`src/rtl/decode_issue_queue.sv`:
```
// Decoding issue queue: up to two instructions pushed per cycle, up to two issued oldest-first with MIPS pairing rules.
// Latency: a pushed entry is first visible on out_* the cycle after the push; outputs are combinational from storage.
// Backpressure: in_ready drops when fewer than two entries are free; out_accept pops every slot flagged in out_valid.
module decode_issue_queue #(
    parameter int DEPTH = 8,
    parameter int DUAL  = 1
) (
    input  logic        clk,
    input  logic        rst,
    input  logic        flush,
    input  logic [1:0]  in_valid,
    input  logic [31:0] in_instr0,
    input  logic [31:0] in_instr1,
    input  logic [31:0] in_pc,
    output logic        in_ready,
    output logic [1:0]  out_valid,
    output logic [31:0] out_instr0,
    output logic [31:0] out_instr1,
    output logic [31:0] out_pc0,
    output logic [31:0] out_pc1,
    output logic [2:0]  out_cls0,
    output logic [2:0]  out_cls1,
    input  logic        out_accept
);
    localparam int PW = $clog2(DEPTH);
    localparam int CW = PW + 1;
    localparam logic [CW-1:0] RDY_MAX = CW'(DEPTH - 2);

    localparam logic [2:0] CLS_ALU    = 3'd0;
    localparam logic [2:0] CLS_LOAD   = 3'd1;
    localparam logic [2:0] CLS_STORE  = 3'd2;
    localparam logic [2:0] CLS_BRANCH = 3'd3;
    localparam logic [2:0] CLS_HILOW  = 3'd4;
    localparam logic [2:0] CLS_HILOR  = 3'd5;
    localparam logic [2:0] CLS_PRIV   = 3'd6;
    localparam logic [2:0] CLS_RI     = 3'd7;

    function automatic logic [2:0] decode_cls(input logic [5:0] op, input logic [4:0] rs,
                                              input logic [4:0] rt, input logic [5:0] fn);
        decode_cls = CLS_RI;
        case (op)
            6'h00: case (fn)
                6'h00, 6'h02, 6'h03, 6'h04, 6'h06, 6'h07, 6'h0a, 6'h0b, 6'h0f,
                6'h20, 6'h21, 6'h22, 6'h23, 6'h24, 6'h25, 6'h26, 6'h27, 6'h2a, 6'h2b,
                6'h30, 6'h31, 6'h32, 6'h33, 6'h34, 6'h36:      decode_cls = CLS_ALU;
                6'h08, 6'h09:                                  decode_cls = CLS_BRANCH;
                6'h0c, 6'h0d:                                  decode_cls = CLS_PRIV;
                6'h10, 6'h12:                                  decode_cls = CLS_HILOR;
                6'h11, 6'h13, 6'h18, 6'h19, 6'h1a, 6'h1b:      decode_cls = CLS_HILOW;
                default:                                       decode_cls = CLS_RI;
            endcase
            6'h01: case (rt)
                5'h00, 5'h01, 5'h02, 5'h03, 5'h10, 5'h11, 5'h12, 5'h13: decode_cls = CLS_BRANCH;
                5'h08, 5'h09, 5'h0a, 5'h0b, 5'h0c, 5'h0e:               decode_cls = CLS_ALU;
                default:                                                decode_cls = CLS_RI;
            endcase
            6'h02, 6'h03, 6'h04, 6'h05, 6'h06, 6'h07,
            6'h14, 6'h15, 6'h16, 6'h17:                        decode_cls = CLS_BRANCH;
            6'h08, 6'h09, 6'h0a, 6'h0b, 6'h0c, 6'h0d, 6'h0e, 6'h0f,
            6'h33:                                             decode_cls = CLS_ALU;
            6'h10: begin
                // mfc0/mtc0, or CO-format eret/tlb*/wait
                if (rs == 5'h00 || rs == 5'h04)
                    decode_cls = CLS_PRIV;
                else if (rs[4] && (fn == 6'h01 || fn == 6'h02 || fn == 6'h06 ||
                                   fn == 6'h08 || fn == 6'h18 || fn == 6'h20))
                    decode_cls = CLS_PRIV;
            end
            6'h1c: case (fn)
                6'h00, 6'h01, 6'h04, 6'h05:                    decode_cls = CLS_HILOW;
                6'h02, 6'h20, 6'h21:                           decode_cls = CLS_ALU;
                default:                                       decode_cls = CLS_RI;
            endcase
            6'h20, 6'h21, 6'h22, 6'h23, 6'h24, 6'h25, 6'h26,
            6'h30:                                             decode_cls = CLS_LOAD;
            6'h28, 6'h29, 6'h2a, 6'h2b, 6'h2e, 6'h38:          decode_cls = CLS_STORE;
            6'h2f:                                             decode_cls = CLS_PRIV;
            default:                                           decode_cls = CLS_RI;
        endcase
    endfunction

    // Architectural destination register; 0 means no destination.
    function automatic logic [4:0] dest_of(input logic [5:0] op, input logic [4:0] rs,
                                           input logic [4:0] rt, input logic [4:0] rd,
                                           input logic [5:0] fn);
        dest_of = 5'd0;
        case (op)
            6'h00: case (fn)
                6'h00, 6'h02, 6'h03, 6'h04, 6'h06, 6'h07, 6'h09, 6'h0a, 6'h0b, 6'h10, 6'h12,
                6'h20, 6'h21, 6'h22, 6'h23, 6'h24, 6'h25, 6'h26, 6'h27, 6'h2a, 6'h2b:
                    dest_of = rd;
                default: dest_of = 5'd0;
            endcase
            6'h1c:  dest_of = (fn == 6'h02 || fn == 6'h20 || fn == 6'h21) ? rd : 5'd0;
            6'h08, 6'h09, 6'h0a, 6'h0b, 6'h0c, 6'h0d, 6'h0e, 6'h0f,
            6'h20, 6'h21, 6'h22, 6'h23, 6'h24, 6'h25, 6'h26, 6'h30, 6'h38:
                    dest_of = rt;
            6'h10:  dest_of = (rs == 5'h00) ? rt : 5'd0;
            6'h03:  dest_of = 5'd31;
            6'h01:  dest_of = (rt[4:2] == 3'b100) ? 5'd31 : 5'd0;
            default: dest_of = 5'd0;
        endcase
    endfunction

    logic [31:0]   mem_instr [DEPTH];
    logic [31:0]   mem_pc    [DEPTH];
    logic [2:0]    mem_cls   [DEPTH];
    logic [PW-1:0] head, tail, head1, tail1;
    logic [CW-1:0] count;
    logic [2:0]    in_cls0, in_cls1, cls0, cls1;
    logic [4:0]    dest0, rs1, rt1;
    logic          push_en, pop_en, pair_ok, v0;
    logic [1:0]    push_n, pop_n;

    assign head1 = head + PW'(1);
    assign tail1 = tail + PW'(1);

    assign in_cls0 = decode_cls(in_instr0[31:26], in_instr0[25:21], in_instr0[20:16], in_instr0[5:0]);
    assign in_cls1 = decode_cls(in_instr1[31:26], in_instr1[25:21], in_instr1[20:16], in_instr1[5:0]);

    assign out_instr0 = mem_instr[head];
    assign out_instr1 = mem_instr[head1];
    assign out_pc0    = mem_pc[head];
    assign out_pc1    = mem_pc[head1];
    assign cls0       = mem_cls[head];
    assign cls1       = mem_cls[head1];
    assign out_cls0   = cls0;
    assign out_cls1   = cls1;

    assign dest0 = dest_of(out_instr0[31:26], out_instr0[25:21], out_instr0[20:16],
                           out_instr0[15:11], out_instr0[5:0]);
    assign rs1   = out_instr1[25:21];
    assign rt1   = out_instr1[20:16];

    assign in_ready = (count <= RDY_MAX);

    always_comb begin
        pair_ok = 1'b0;
        // A branch waits for its delay slot so both always leave together.
        v0 = (count != '0) && !(cls0 == CLS_BRANCH && count == CW'(1));
        if (cls0 == CLS_BRANCH)
            pair_ok = (cls1 != CLS_BRANCH) && (cls1 != CLS_PRIV) && (cls1 != CLS_RI);
        else
            pair_ok = (cls0 != CLS_PRIV) && (cls0 != CLS_RI) &&
                      (cls1 != CLS_PRIV) && (cls1 != CLS_RI) && (cls1 != CLS_BRANCH) &&
                      !((cls0 == CLS_LOAD || cls0 == CLS_STORE) &&
                        (cls1 == CLS_LOAD || cls1 == CLS_STORE)) &&
                      !((cls0 == CLS_HILOW || cls0 == CLS_HILOR) &&
                        (cls1 == CLS_HILOW || cls1 == CLS_HILOR)) &&
                      !(dest0 != 5'd0 && (dest0 == rs1 || dest0 == rt1));
        out_valid[0] = v0;
        out_valid[1] = (DUAL != 0) && (count >= CW'(2)) && v0 && pair_ok;
    end

    assign push_en = in_valid[0] & in_ready & ~flush;
    assign pop_en  = out_accept & ~flush;
    assign push_n  = push_en ? (in_valid[1] ? 2'd2 : 2'd1) : 2'd0;
    assign pop_n   = pop_en ? ({1'b0, out_valid[0]} + {1'b0, out_valid[1]}) : 2'd0;

    always_ff @(posedge clk) begin
        if (!rst || flush) begin
            head  <= '0;
            tail  <= '0;
            count <= '0;
        end else begin
            head  <= head + PW'(pop_n);
            tail  <= tail + PW'(push_n);
            count <= count + CW'(push_n) - CW'(pop_n);
        end
    end

    always_ff @(posedge clk) begin
        if (push_en) begin
            mem_instr[tail] <= in_instr0;
            mem_pc[tail]    <= in_pc;
            mem_cls[tail]   <= in_cls0;
            if (in_valid[1]) begin
                mem_instr[tail1] <= in_instr1;
                mem_pc[tail1]    <= in_pc + 32'd4;
                mem_cls[tail1]   <= in_cls1;
            end
        end
    end
endmodule

```
`config.mk`:
```
export PLATFORM = sky130hd
export DESIGN_NAME = decode_issue_queue
export DESIGN_NICKNAME = d
export VERILOG_FILES = /design/src/rtl/decode_issue_queue.sv
export SDC_FILE = /design/constraint.sdc
export NUM_CORES = 1
export LEC_CHECK = 0
export CAP_MARGIN = 20
export CORE_AREA = 2 2 322 324
export DETAILED_ROUTE_END_ITERATION = 10
export DIE_AREA = 0 0 324 326
export GPL_ROUTABILITY_DRIVEN = 1
export PLACE_DENSITY_LB_ADDON = 0.1
export SYNTH_ARGS = -nofsm -noshare
export SYNTH_HDL_FRONTEND = slang
export SYNTH_SLANG_ARGS = --single-unit
```
`constraint.sdc`:
```
create_clock -name clk -period 8.2 [get_ports clk]
set_clock_uncertainty 0.1 [all_clocks]
set_input_delay 1.64 -clock clk [delete_from_list [all_inputs] [get_ports clk]]
set_output_delay 1.64 -clock clk [all_outputs]
set_load 0.01 [all_outputs]
```
==> results of run 1 <==
## layer usage
| metal | global-route usage [%] | wire length (µm) | part of all wire (%) | up-vias |
|---|---|---|---|---|
| met5 | 0 | 87 | 0.068 | - |
| met4 | 6.89 | 3600 | 2.8 | 14 |
| met3 | 5.17 | 9620 | 7.5 | 197 |
| met2 | 40.3 | 62400 | 49 | 1042 |
| met1 | 31.2 | 52200 | 41 | 12600 |
| li1 | - | - | - | 10800 |
## cell type report
class | instances | area (µm²)
fillers | 9778 | 63200
diodes | 4 | 10.0
clock buffers | 87 | 1860
clock inverters | 35 | 287
multi-input cells | 2130 | 16000
inverters | 32 | 120
well taps | 1380 | 1730
flip-flops and latches | 546 | 16300
repair buffers | 299 | 3020
## synthesized netlist by cell type, types with 9 or more instances
cell type | instances | area (µm²)
ha_1 | 12 | 150
mux4_2 | 253 | 5700
xor2_1 | 105 | 920
clkbuf_1 | 169 | 634
edfxtp_1 | 536 | 16100
nand3_1 | 23 | 115
nand2_1 | 980 | 3680
clkbuf_2 | 15 | 75.1
o21ai_1 | 17 | 85.1
nor3_1 | 21 | 105
mux2_2 | 75 | 845
buf_1 | 42 | 158
nand2b_1 | 17 | 106
o21ai_0 | 83 | 415
and2_1 | 10 | 62.6
dfxtp_1 | 10 | 200
a31oi_1 | 9 | 56.3
nor2_1 | 214 | 803
buf_2 | 35 | 175
buf_4 | 16 | 120
mux2i_1 | 28 | 280
xnor2_1 | 124 | 1090
a21oi_1 | 32 | 160
inv_1 | 28 | 105
## sequential cells by signal, summed over array words and instances, names as in the netlist
register   cells
mem_pc       256
count          4
head           3
mem_cls       24
mem_instr    256
tail           3
## logic make-up after synthesis
group | share of synthesized area, %
buffers and inverters | 4.16
AO/OA/AOI/OAI | 3.55
AND/OR/NAND/NOR | 16.0
XOR/XNOR | 5.99
adder cells (fa/ha/maj) | 0.717
flip-flops | 48.7
multiplexers | 20.9
## per-stage QoR
step | area [µm²] | power, mW | hold slack [ps] | instances
finish | 39400 | 7.28 | 511 | 4513
global route | 39400 | 7.53 | 568 | 4511
CTS | 39300 | 7.35 | 522 | 4508
detailed placement | 37200 | 4.35 | 509 | 4386
global placement | 37100 | 4.34 | 522 | 4382
floorplan | 33500 | 3.89 | 472 | 2992
## power by group through the flow
stage / Combinational (mW) / Clock, mW / Sequential (mW)
floorplan: 0.665 / 0 / 3.22
global placement: 1.12 / 0 / 3.22
detailed placement: 1.12 / 0 / 3.23
CTS: 1.13 / 3.05 / 3.17
global route: 1.21 / 3.15 / 3.18
finish: 1.12 / 2.99 / 3.17
## worst register-to-register path: stages (launching register included)
cell and delay, ps:
dfxtp_4 890, mux4_2 630, mux2_2 350, a2111oi_0 400, nand4_1 290, a32oi_1 270, a311oi_1 110, xnor2_1 230
nor3_1 70, a22o_1 270, a31oi_1 550, ha_1 330, and3b_1 200, ha_1 270, inv_1 60, ha_1 160
inv_1 70, fa_1 440, xor2_1 160, nor2_1 50
## worst max path at each step
stage | slack [ps] | to
finish | 1090 | out_valid[1]
detailed placement | 1590 | mem_pc[1][30]$_DFFE_PP_
global route | 780 | out_valid[1]
floorplan | 540 | mem_cls[1][0]$_DFFE_PP_
CTS | 970 | out_valid[1]
global placement | 1680 | out_valid[1]
==> flow_metrics.env, run 1 <==
export IMPL_grt_max_degree=61
export IMPL_cp_slowest_cell="dfxtp_4"
export IMPL_powerDensity_mw_per_mm2=185
export IMPL_globalplace_congestion=0.866
export IMPL_core_mm2=0.103
export IMPL_dieArea_mm2=0.106
export IMPL_synth_edf_count=536
export IMPL_crit_buf_inv=1
export IMPL_final_util_pct=38.4
export IMPL_hold_end="count[0]$_SDFF_PP0_"
export IMPL_intPower_mw=5.37
export IMPL_swShare_pct=26.3
export IMPL_holdBufCountCts=0
export IMPL_ys_warn_count=0
export IMPL_relSlewSlack_pct=27.0
export IMPL_worst_slack_ps=1090
export IMPL_pwr_share_clk_pct=41.1
export IMPL_min_path_type="reg2reg"
export IMPL_grt_pass1_wl_mm=181
export IMPL_clk_latency_ps=640
export IMPL_clock_sinks=546
export IMPL_final_common_cell="nand2_1"
export IMPL_antenna_found_initial=10
export IMPL_yosys_register_bits=546
export IMPL_port_buffers=238
export IMPL_via_per_inst=5.45
export IMPL_synth_seq_area_share_pct=48.7
export IMPL_worstHoldStart="count[0]$_SDFF_PP0_"
export IMPL_min_period_ps=7110
export IMPL_max_cap_violations=0
export IMPL_hold_violations=0
export IMPL_postCtsSetupBuffers=0
export IMPL_rrSetupSlack_ps=2160
export IMPL_wirelength_mm=128
export IMPL_cp_arrival_ps=5370
export IMPL_min_period_over_period_pct=86.7
export IMPL_max_stage_delay_ps=890
export IMPL_path_depth=11
export IMPL_synth_ff_type="edfxtp_1"
export IMPL_worst_slew_pin_slew_ps=1100
export IMPL_cts_buffers=70
export IMPL_hold_depth=2
export IMPL_fp_row_count=118
export IMPL_synth_area_mm2=0.0335
export IMPL_end_kind="primary output"
export IMPL_syn_area_per_cell_um2=11.2
export IMPL_r2r_end="count[2]$_SDFF_PP0_"
export IMPL_die_h_um=326
export IMPL_rsz0062_at_grt="false"
export IMPL_fmax_mhz=141
export IMPL_layout_nets=3197
export IMPL_cp_top_family="compound AO/OA/AOI/OAI gates"
export IMPL_yosysUniqueCellTypes=83
export IMPL_cts_tree="built"
export IMPL_final_antenna_net_count=0
export IMPL_drv_slew=0
export IMPL_first_pass_iters=5
export IMPL_drc=0
export IMPL_power_leakage_nw=13.4
export IMPL_vias=24600
export IMPL_cp_max_fo=44
export IMPL_p_switching_mw=1.91
export IMPL_comb_power_share_pct=15.4
export IMPL_path_cells="mux4_2, mux2_2, a2111oi_0, nand4_1, a32oi_1, a311oi_1, xnor2_1, nor3_1, a22o_1, a31oi_1, clkdlybuf4s50_1"
export IMPL_path_clk_slew_ps=60
export IMPL_drive_gt1_share_pct=17.3
export IMPL_status="completed"
export IMPL_power_frac_seq_pct=43.5
export IMPL_pin_count=239
export IMPL_start_kind="flop"
export IMPL_drtIter0Drc=2528
export IMPL_h_tree_depth=3
export IMPL_track_usage_pct=24.1
export IMPL_ctsResizeCount=0
export IMPL_cts_buffer_depth=3
export IMPL_synth_cells=2992
export IMPL_worstPathRequired_ps=6460
export IMPL_place_worst_setup_slack_ps=1590
export IMPL_timing_rr_start="head[2]$_SDFF_PP0_"
export IMPL_grt_pass1_vias=24500
export IMPL_cts_root_buf="clkbuf_16"
export IMPL_reg2reg_depth=19
export IMPL_layout_common_cells="976 x nand2_1, 536 x edfxtp_1, 253 x mux4_2"
export IMPL_synth_fp_nets=3110
export IMPL_fin_tns_setup_ps=0
export IMPL_critPathKind="reg2out"
export IMPL_ir_drop_mv=0.119
export IMPL_wl_per_cell_um=28.3
export IMPL_die_width_um=324
export IMPL_setup_violations=0
export IMPL_hpwl_mm=76.6
export IMPL_overflow=0
export IMPL_area_delta_synth_final_pct=17.6
export IMPL_async_flop_share_pct=0
export IMPL_initial_core_util_pct=32.6
export IMPL_crit_path_start="head[2]$_SDFF_PP0_"
Power figures use the tool's default switching activity.
==> run 2, diff against run 1 <==
DONT_BUFFER_PORTS = 1   (was default)
==> flow_metrics.env, run 2 (synthesis gave the netlist of run 1 again) <==
export IMPL_p_switching_mw=1.80
export IMPL_worstPathRequired_ps=6460
export IMPL_pwr_share_clk_pct=43.0
export IMPL_powerDensity_mw_per_mm2=191
export IMPL_worst_slew_pin_slew_ps=1120
export IMPL_relSlewSlack_pct=25.3
export IMPL_drive_gt1_share_pct=18.6
export IMPL_end_kind="primary output"
export IMPL_ir_drop_mv=0.135
export IMPL_grt_pass1_wl_mm=179
export IMPL_overflow=0
export IMPL_top_regs="mem_instr: 256 flops, mem_pc: 256 flops, mem_cls: 24 flops"
export IMPL_cp_max_fo=47
export IMPL_cp_arrival_ps=4870
export IMPL_layout_nets=2950
export IMPL_hold_depth=2
export IMPL_min_path_type="reg2reg"
export IMPL_port_buffers=0
export IMPL_fmax_mhz=151
export IMPL_first_pass_iters=5
export IMPL_area_delta_synth_final_pct=10.1
export IMPL_wirelength_mm=127
export IMPL_reg2reg_depth=21
export IMPL_dieArea_mm2=0.106
export IMPL_grt_pass1_vias=23400
export IMPL_hpwl_mm=75.4
export IMPL_comb_power_share_pct=11.9
export IMPL_antenna_found_initial=0
export IMPL_holdBufCountCts=0
export IMPL_postCtsSetupBuffers=0
export IMPL_fin_tns_setup_ps=0
export IMPL_start_kind="flop"
export IMPL_initial_core_util_pct=32.6
export IMPL_core_mm2=0.103
export IMPL_vias=23500
export IMPL_globalplace_congestion=0.824
export IMPL_min_period_ps=6610
export IMPL_final_antenna_net_count=0
export IMPL_final_util_pct=35.9
export IMPL_status="completed"
export IMPL_h_tree_depth=3
export IMPL_wl_per_cell_um=29.8
export IMPL_ctsResizeCount=0
export IMPL_cts_buffers=69
export IMPL_layout_common_cells="976 x nand2_1, 536 x edfxtp_1, 253 x mux4_2"
export IMPL_power_frac_seq_pct=45.2
export IMPL_drtIter0Drc=2312
export IMPL_rsz0062_at_grt="false"
export IMPL_power_mw=7.03
export IMPL_setup_violations=0
export IMPL_n_antenna_cell=0
export IMPL_intPower_mw=5.23
export IMPL_via_per_inst=5.51
export IMPL_path_clk_slew_ps=60
export IMPL_cts_tree="built"
export IMPL_clock_sinks=546
export IMPL_die_width_um=324
export IMPL_cts_buffer_depth=3
export IMPL_hold_violations=0
export IMPL_cts_root_buf="clkbuf_16"
export IMPL_power_leakage_nw=12.5
export IMPL_drc=0
export IMPL_pin_count=239
export IMPL_drv_slew=0
export IMPL_critPathKind="reg2out"
export IMPL_fp_row_count=118
export IMPL_final_common_cell="nand2_1"
export IMPL_min_period_over_period_pct=80.6
export IMPL_clk_latency_ps=640
export IMPL_die_h_um=326
export IMPL_fillCellCount=9947
export IMPL_grt_max_degree=65
export IMPL_swShare_pct=25.6
export IMPL_track_usage_pct=23.8
export IMPL_max_cap_violations=0
## run 2: final cells by class
cell class / instances / area (µm²) / area share (%)
Inverter: 32 / 120 / 0.326
Multi-Input combinational cell: 2130 / 16100 / 43.5
Tap cell: 1380 / 1730 / 4.68
Clock inverter: 38 / 328 / 0.889
Clock buffer: 87 / 1850 / 5.01
Sequential cell: 546 / 16300 / 44.2
Timing Repair Buffer: 53 / 500 / 1.36
## run 2: worst max-delay path: stages (launching register included)
cell and delay [ps]:
dfxtp_4 890, buf_4 470, mux4_2 360, mux2_2 390, nor3_1 360, nor4b_1 360, o2bb2ai_2 220, a311oi_1 240
xnor2_1 210, nor2_1 70, a22o_1 240, a31oi_1 160, buf_4 210
## run 2: per-stage QoR
| step | worst slack, ps | hold WS [ps] | std cells | area (µm²) |
|---|---|---|---|---|
| global placement | 2010 | 573 | 4138 | 34600 |
| global route | 1190 | 613 | 4266 | 36900 |
| finish | 1590 | 558 | 4266 | 36900 |
| CTS | 1420 | 572 | 4265 | 36900 |
| detailed placement | 1990 | 559 | 4140 | 34700 |
| floorplan | 544 | 472 | 2992 | 33500 |
## run 2: worst paths after layout
check | slack, ps | to | startpoint
min | 560 | count[0]$_SDFF_PP0_ | count[0]$_SDFF_PP0_
max reg2reg | 2100 | count[2]$_SDFF_PP0_ | head[0]$_SDFF_PP0_
min reg2reg | 560 | count[0]$_SDFF_PP0_ | count[0]$_SDFF_PP0_
max | 1590 | out_valid[1] | head[0]$_SDFF_PP0_
## run 2: power by group through the flow
stage / registers (mW) / clock network [mW] / logic, mW
4_1_cts: 3.17 / 3.08 / 0.846
5_1_grt: 3.18 / 3.17 / 0.909
3_3_place_gp: 3.23 / 0 / 0.834
6_report: 3.17 / 3.02 / 0.835
3_5_place_dp: 3.23 / 0 / 0.843
2_1_floorplan: 3.22 / 0 / 0.665
## run 2: metal layers
metal	GRT usage [%]	share of wire (%)
met3	6.25	8.8
met2	39.2	48
met4	6.23	2.5
met1	31.0	41
met5	0	0
==> run 3, diff against run 2 <==
clock period = 5.9 ns   (was 8.2 ns; I/O delays follow)
==> flow_metrics.env, run 3 (synthesis gave the netlist of run 1 again) <==
export IMPL_n_antenna_cell=0
export IMPL_cp_arrival_ps=4380
export IMPL_globalplace_congestion=0.856
export IMPL_via_per_inst=5.44
export IMPL_dieArea_mm2=0.106
export IMPL_die_width_um=324
export IMPL_first_pass_iters=5
export IMPL_fmax_mhz=177
export IMPL_antenna_found_initial=3
export IMPL_holdWs_ps=542
export IMPL_relSlewSlack_pct=28.2
export IMPL_rsz0062_at_grt="false"
export IMPL_wirelength_mm=128
export IMPL_power_mw=9.96
export IMPL_cts_tree="built"
export IMPL_cts_buffers=72
export IMPL_clock_sinks=546
export IMPL_vias=23500
export IMPL_drc=0
export IMPL_fillCellCount=9923
export IMPL_critPathKind="reg2out"
export IMPL_drtIter0Drc=2231
export IMPL_track_usage_pct=24.1
export IMPL_worst_slew_pin_slew_ps=1080
export IMPL_grt_max_degree=59
export IMPL_path_clk_slew_ps=50
export IMPL_cts_buffer_depth=3
export IMPL_power_leakage_nw=12.8
export IMPL_pin_count=239
export IMPL_final_common_cell="nand2_1"
export IMPL_layout_common_cells="976 x nand2_1, 536 x edfxtp_1, 253 x mux4_2"
export IMPL_place_area_mm2=0.0351
export IMPL_wl_per_cell_um=29.5
export IMPL_layout_nets=3007
export IMPL_top_regs="mem_instr: 256 flops, mem_pc: 256 flops, mem_cls: 24 flops"
export IMPL_end_kind="primary output"
export IMPL_cp_max_fo=13
export IMPL_drv_slew=0
export IMPL_worstPathRequired_ps=4620
export IMPL_grt_pass1_wl_mm=180
export IMPL_hpwl_mm=76.6
export IMPL_setup_violations=0
export IMPL_max_cap_violations=0
export IMPL_core_mm2=0.103
export IMPL_grt_pass1_vias=23800
export IMPL_cts_root_buf="clkbuf_16"
export IMPL_overflow=0
export IMPL_final_antenna_net_count=0
export IMPL_status="completed"
export IMPL_final_util_pct=36.6
export IMPL_fp_row_count=118
export IMPL_die_h_um=326
export IMPL_start_kind="flop"
export IMPL_area_delta_synth_final_pct=12.0
export IMPL_drive_gt1_share_pct=20.3
export IMPL_min_period_over_period_pct=95.9
export IMPL_powerDensity_mw_per_mm2=266
export IMPL_final_area_mm2=0.0375
export IMPL_h_tree_depth=3
export IMPL_ir_drop_mv=0.163
export IMPL_min_path_type="in2reg"
export IMPL_initial_core_util_pct=32.6
export IMPL_min_period_ps=5660
export IMPL_port_buffers=0
export IMPL_clk_latency_ps=640
export IMPL_hold_violations=0
run 3: cell count changes in the layout (fill, tap and decap cells not counted), moves of 6 or more:
cell      change
clkinv_2      -6
buf_12        +7
buf_4        +45
clkbuf_1      +9
run 3: layout make-up:
type                            instances  area, µm²  share of cell area (%)
Clock buffer                          102       2020                    5.38
Sequential cell                       546      16300                    43.5
Timing Repair Buffer                  107        988                    2.64
Clock inverter                         27        243                   0.647
Tap cell                             1380       1730                    4.60
Inverter                               32        120                   0.320
Multi-Input combinational cell       2130      16100                    42.9
run 3: layer usage:
layer  track usage (%)  wire length [µm]
met5                 0                25
met4              7.39              3600
met3              7.38             11700
met2              40.1             61900
met1              29.9             50600
run 3: final timing paths:
path,slack (ps),cells after the start,endpoint,startpoint
min reg2reg,570,2,count[0]$_SDFF_PP0_,count[0]$_SDFF_PP0_
max,240,12,out_valid[1],head[0]$_SDFF_PP0_
min,540,0,mem_pc[3][0]$_DFFE_PP_,in_pc[0]
max reg2reg,450,19,count[3]$_SDFF_PP0_,head[0]$_SDFF_PP0_
run 3: critical path, stage by stage, from the launching register on:
cell	delay, ps
dfxtp_4	510
mux4_2	540
mux2_2	370
a2111oi_1	400
nand4_1	290
a31oi_1	310
a311oi_2	100
xnor2_1	190
nor3_1	80
a22o_2	300
a31oi_1	310
buf_4	180
buf_4	130
run 3: power breakdown:
part	leakage (nW)	internal (mW)	switching, mW	total [mW]
Combinational	6.79	0.509	0.723	1.23
Sequential	4.93	4.36	0.0403	4.40
Clock	1.10	2.55	1.77	4.33
run 3: timing repair:
action	in CTS	in global routing
resized for setup	5	6
pin swaps	0	0
buffers inserted	2	7
hold buffers	0	0
setup endpoints to repair	1	3
run 3: metrics by stage:
| stage | setup WS, ps | instances | setup TNS, ps |
|---|---|---|---|
| floorplan | -1080 | 2992 | -433730 |
| global placement | 263 | 4186 | 0 |
| detailed placement | 236 | 4186 | 0 |
| CTS | 39.3 | 4317 | 0 |
| global route | 44.6 | 4324 | 0 |
| finish | 244 | 4324 | 0 |
